==> src/rtl/ttl_latch_strobe_arbiter.sv <==
// Two-requester round-robin writer for a bank of eight 6-bit latches.
// Each write drives Lat_D, pulses a single Lat_Cen bit, then holds off before acknowledging.
module ttl_latch_strobe_arbiter #(
  parameter int unsigned STROBE_LEN = 2,
  parameter int unsigned GAP_LEN    = 2
) (
  input  logic       Clk,
  input  logic       Reset,
  input  logic       A_Req,
  input  logic [2:0] A_Addr,
  input  logic [5:0] A_Data,
  input  logic       B_Req,
  input  logic [2:0] B_Addr,
  input  logic [5:0] B_Data,
  output logic       A_Ack,
  output logic       B_Ack,
  output logic [5:0] Lat_D,
  output logic [7:0] Lat_Cen,
  output logic       Busy
);

  localparam logic [3:0] StrobeCnt = 4'(STROBE_LEN);
  localparam logic [3:0] GapCnt    = 4'(GAP_LEN);

  typedef enum logic [1:0] {StIdle, StSetup, StStrobe, StHold} state_e;

  state_e     r_state;
  logic [3:0] r_cnt;
  logic [2:0] r_addr;
  logic       r_gnt_b;
  logic       r_last_b;

  logic w_any;
  logic w_grant_b;

  assign w_any = A_Req | B_Req;
  // r_last_b == 1 means B was served last, so A wins a tie.
  assign w_grant_b = (A_Req & B_Req) ? ~r_last_b : B_Req;

  always_ff @(posedge Clk or posedge Reset) begin
    if (Reset) begin
      r_state  <= StIdle;
      r_cnt    <= 4'd0;
      r_addr   <= 3'd0;
      r_gnt_b  <= 1'b0;
      r_last_b <= 1'b1;
      A_Ack    <= 1'b0;
      B_Ack    <= 1'b0;
      Lat_D    <= 6'h00;
      Lat_Cen  <= 8'h00;
      Busy     <= 1'b0;
    end else begin
      A_Ack <= 1'b0;
      B_Ack <= 1'b0;
      unique case (r_state)
        StIdle: begin
          if (w_any) begin
            r_state  <= StSetup;
            r_cnt    <= 4'd1;
            r_gnt_b  <= w_grant_b;
            r_last_b <= w_grant_b;
            r_addr   <= w_grant_b ? B_Addr : A_Addr;
            Lat_D    <= w_grant_b ? B_Data : A_Data;
            Busy     <= 1'b1;
          end
        end
        StSetup: begin
          r_state <= StStrobe;
          r_cnt   <= StrobeCnt;
          Lat_Cen <= 8'(1) << r_addr;
        end
        StStrobe: begin
          if (r_cnt == 4'd1) begin
            r_state <= StHold;
            r_cnt   <= GapCnt;
            Lat_Cen <= 8'h00;
            // A one-cycle hold is also its final cycle, so Ack starts on entry.
            if (GapCnt == 4'd1) begin
              A_Ack <= ~r_gnt_b;
              B_Ack <= r_gnt_b;
            end
          end else begin
            r_cnt <= r_cnt - 4'd1;
          end
        end
        StHold: begin
          if (r_cnt == 4'd1) begin
            r_state <= StIdle;
            r_cnt   <= 4'd0;
            Busy    <= 1'b0;
          end else begin
            r_cnt <= r_cnt - 4'd1;
            if (r_cnt == 4'd2) begin
              A_Ack <= ~r_gnt_b;
              B_Ack <= r_gnt_b;
            end
          end
        end
        default: begin
          r_state <= StIdle;
          r_cnt   <= 4'd0;
          Lat_Cen <= 8'h00;
          Busy    <= 1'b0;
        end
      endcase
    end
  end

endmodule

==> config.mk <==
export PLATFORM = sky130hd
export DESIGN_NAME = ttl_latch_strobe_arbiter
export DESIGN_NICKNAME = d
export VERILOG_FILES = /design/src/rtl/ttl_latch_strobe_arbiter.sv
export SDC_FILE = /design/constraint.sdc
export NUM_CORES = 1
export LEC_CHECK = 0
export CORE_MARGIN = 3
export CORE_UTILIZATION = 53
export CTS_BUF_LIST = sky130_fd_sc_hd__clkbuf_8
export DETAILED_ROUTE_END_ITERATION = 8
export PLACE_DENSITY = 0.87
export SYNTH_ARGS = -nofsm -noshare
export SYNTH_HDL_FRONTEND = slang
export SYNTH_SLANG_ARGS = --single-unit
==> constraint.sdc <==
create_clock -name Clk -period 4 [get_ports Clk]
set_input_delay 0.8 -clock Clk [delete_from_list [all_inputs] [get_ports Clk]]
set_output_delay 0.8 -clock Clk [all_outputs]
set_load 0.01 [all_outputs]
==> impl_metrics.json <==
{
  "place_congestion": 0.777,
  "finalCriticalPeriod_ps": 2280,
  "power.share.clock_pct": 12.8,
  "layout.nets": 200,
  "clk_latency_ps": 270,
  "r2r_cells": 5,
  "stdcell_count": 199,
  "rsz0062_at_grt": "false",
  "hold_depth": 1,
  "holdWs_ps": 476,
  "worstHoldStart": "r_gnt_b",
  "pwr-share-seq_pct": 36.7,
  "timing.critical_path.slowest_cell_delay_ps": 870,
  "initialDrtViolationCount": 32,
  "drcViolationCount": 0,
  "preCtsSetupSlack_ps": 1450,
  "fmax_mhz": 438,
  "areaGrowthSynthToFinish_pct": 32.0,
  "finalWorstSetupSlack_ps": 1720,
  "cpMaxStageDelayCell": "o21ai_1",
  "endpoint_kind": "flop",
  "detail-route-antenna-nets": 0,
  "synth_cell_type_count": 34,
  "seqCellArea_um2": 702,
  "port_buffers": 38,
  "cp_num_buf_inv": 1,
  "combPwrFrac_pct": 50.5,
  "async_flop_share_pct": 100,
  "numCtsBuffers": 3,
  "syn_area_um2": 1450,
  "routed_via_density": 5.75,
  "leakage_uw": 0.000860,
  "core_um2": 2540,
  "synthCells": 130,
  "vias": 1144,
  "drv_slew": 0,
  "arrival_ps": 2440,
  "powerDensity_nw_per_um2": 720,
  "synth_seq_cells": 28,
  "clk_pin_slew_worst_paths_ps": 90,
  "synth_edf_count": 0,
  "synthTopCellsByCount": "dfrtp_1, nand2_1, o21ai_0, mux2i_1",
  "syn_nets": 160,
  "setup_tns_ps": 0,
  "grt_usage_pct": 19.9,
  "multi_input_area_um2": 706,
  "clk_path_buf_depth": 2,
  "worstSetupPathType": "primary input to flop",
  "skew_ps": 2.41,
  "swShare_pct": 38.1,
  "hpwl_um": 2140,
  "use_met1_pct": 24.4,
  "cts_resized": 0,
  "cts_tree": "yes",
  "nFillCells": 183,
  "antenna_found_initial": 0,
  "yosys.area.top_type_share_pct": 46.7,
  "first_pass_iters": 4,
  "regToRegEndpoint": "r_state[1]",
  "rr_startpoint": "r_state[1]",
  "path_cells": "clkdlybuf4s50_1, o21ai_1, nor2b_1, a21oi_1",
  "hold_viol_final": 0,
  "dp_cells": 195,
  "slew-limit-headroom_pct": 27.5,
  "rows": 18,
  "status": "complete, no violations",
  "diodes": 0,
  "ios": 39,
  "grt_pass1_vias": 1203,
  "intPower_uw": 850,
  "ys.flop_type": "dfrtp_1",
  "htree_levels": 1,
  "syn_area_per_cell_um2": 11.1,
  "whs_endpoint": "A_Ack",
  "crit_path_start_kind": "primary input",
  "synth_area_leaders": "dfrtp_1, ha_1, mux2i_1",
  "synth.most_common_cell": "dfrtp_1",
  "cts_sinks": 28,
  "r2r_slack_ps": 1960,
  "grt_max_degree": 29,
  "synth_area_leader_cell": "dfrtp_1",
  "initial_utilization_pct": 56.9,
  "detail_route.wl_per_cell_um": 15.1,
  "grt_pass1_wl_um": 5170,
  "drive_gt1_share_pct": 10.7,
  "die-height_um": 58.3,
  "ys_seq_area_share_pct": 48.5,
  "use_met3_pct": 4.45,
  "ys_warn_count": 0,
  "use_met2_pct": 32.5,
  "path_max_fanout": 20,
  "totalWireLength_um": 3010,
  "cp.required_ps": 4160,
  "grt_busiest_layer": "met2",
  "die_w_um": 58.3,
  "peakVddDrop_uv": 489,
  "fin_util_pct": 75.1,
  "holdBufCountCts": 0,
  "cts_setup_buffers": 0,
  "grt_overflow": 0,
  "die-area_um2": 3390,
  "tightest_slew_ps": 1080,
  "hold_class": "flop to flop",
  "crit_family": "compound AO/OA/AOI/OAI gates",
  "cts-root-buf": "clkbuf_8",
  "finalCritPeriodShare_pct": 57.1,
  "setup_violations": 0,
  "p_sw_uw": 525,
  "maxCapViolCount": 0
}
through the flow:
| step | total power [uW] | instance area [um2] |
|---|---|---|
| final | 1380 | 1910 |
| after global routing | 1480 | 1910 |
| after CTS | 1380 | 1910 |
| after detailed placement | 1190 | 1860 |
| after global placement | 1150 | 1860 |
| after floorplan | 940 | 1450 |
metal layers:
| metal | part of all wire [%] | up-vias |
|---|---|---|
| met1 | 42 | 538 |
| met4 | 2.5 | 0 |
| met2 | 49 | 51 |
| li1 | - | 546 |
| met3 | 6.8 | 9 |
| met5 | 0 | - |
power by group through the flow:
stage / registers [uW] / clock network (uW) / logic (uW)
6_report: 504 / 176 / 695
5_1_grt: 521 / 191 / 766
4_1_cts: 503 / 179 / 702
3_5_place_dp: 503 / 0 / 685
3_3_place_gp: 499 / 0 / 655
2_1_floorplan: 514 / 0 / 426
how the worst max path moves through the flow:
stage | start | endpoint | cells after the start
3_3_place_gp | A_Req | Busy | 4
6_report | A_Req | Busy | 4
2_1_floorplan | B_Req | r_state[1] | 3
4_1_cts | A_Req | Lat_D[4] | 3
3_5_place_dp | A_Req | Lat_D[1] | 3
5_1_grt | B_Req | Lat_D[5] | 3
cell type report:
type,instances,share of cell area (%)
repair buffers,39,20.3
well taps,30,1.96
multi-input cells,92,36.9
flip-flops and latches,28,36.7
inverters,6,1.18
clock buffers,4,2.88
logic make-up after synthesis:
kind of cell    count (synthesis)  synth area share [%]
mux                            19                  14.7
fa+ha+maj                       8                  6.91
compound gates                 28                  12.4
buf+inv                        10                  2.77
simple gates                   37                  14.8
flops                          28                  48.5
state kept, by name, summed over array words and instances, names as in the netlist:
name / flops
r_cnt: 4
Lat_D: 6
r_last_b: 1
A_Ack: 1
Busy: 1
Lat_Cen: 8
r_state: 2
r_gnt_b: 1
r_addr: 3
B_Ack: 1
placed cells by master, fill, tap and decap left out, drive strengths merged:
cell type      synthesis  final
a21boi                 2      2
a21oi                  3      3
nor3b                  3      3
dfrtp                 27     27
clkbuf                 3      4
o221ai                 2      2
o31ai                  1      1
mux2i                 11     11
a21o                   1      1
nor2b                  2      2
nor4                   1      1
o21ai                 12     12
a22o                   3      3
dfstp                  1      1
nand2                 11     11
or3b                   1      1
mux2                   8      8
nor4b                  2      2
buf                    1      1
nor3                   5      5
ha                     8      8
o41ai                  1      1
nand2b                 5      5
nor2                   5      5
a22oi                  2      2
a31oi                  1      1
and3                   1      1
inv                    6      6
clkdlybuf4s50          0     38
or4                    1      1
No activity file was read; power rests on OpenSTA's default activity.
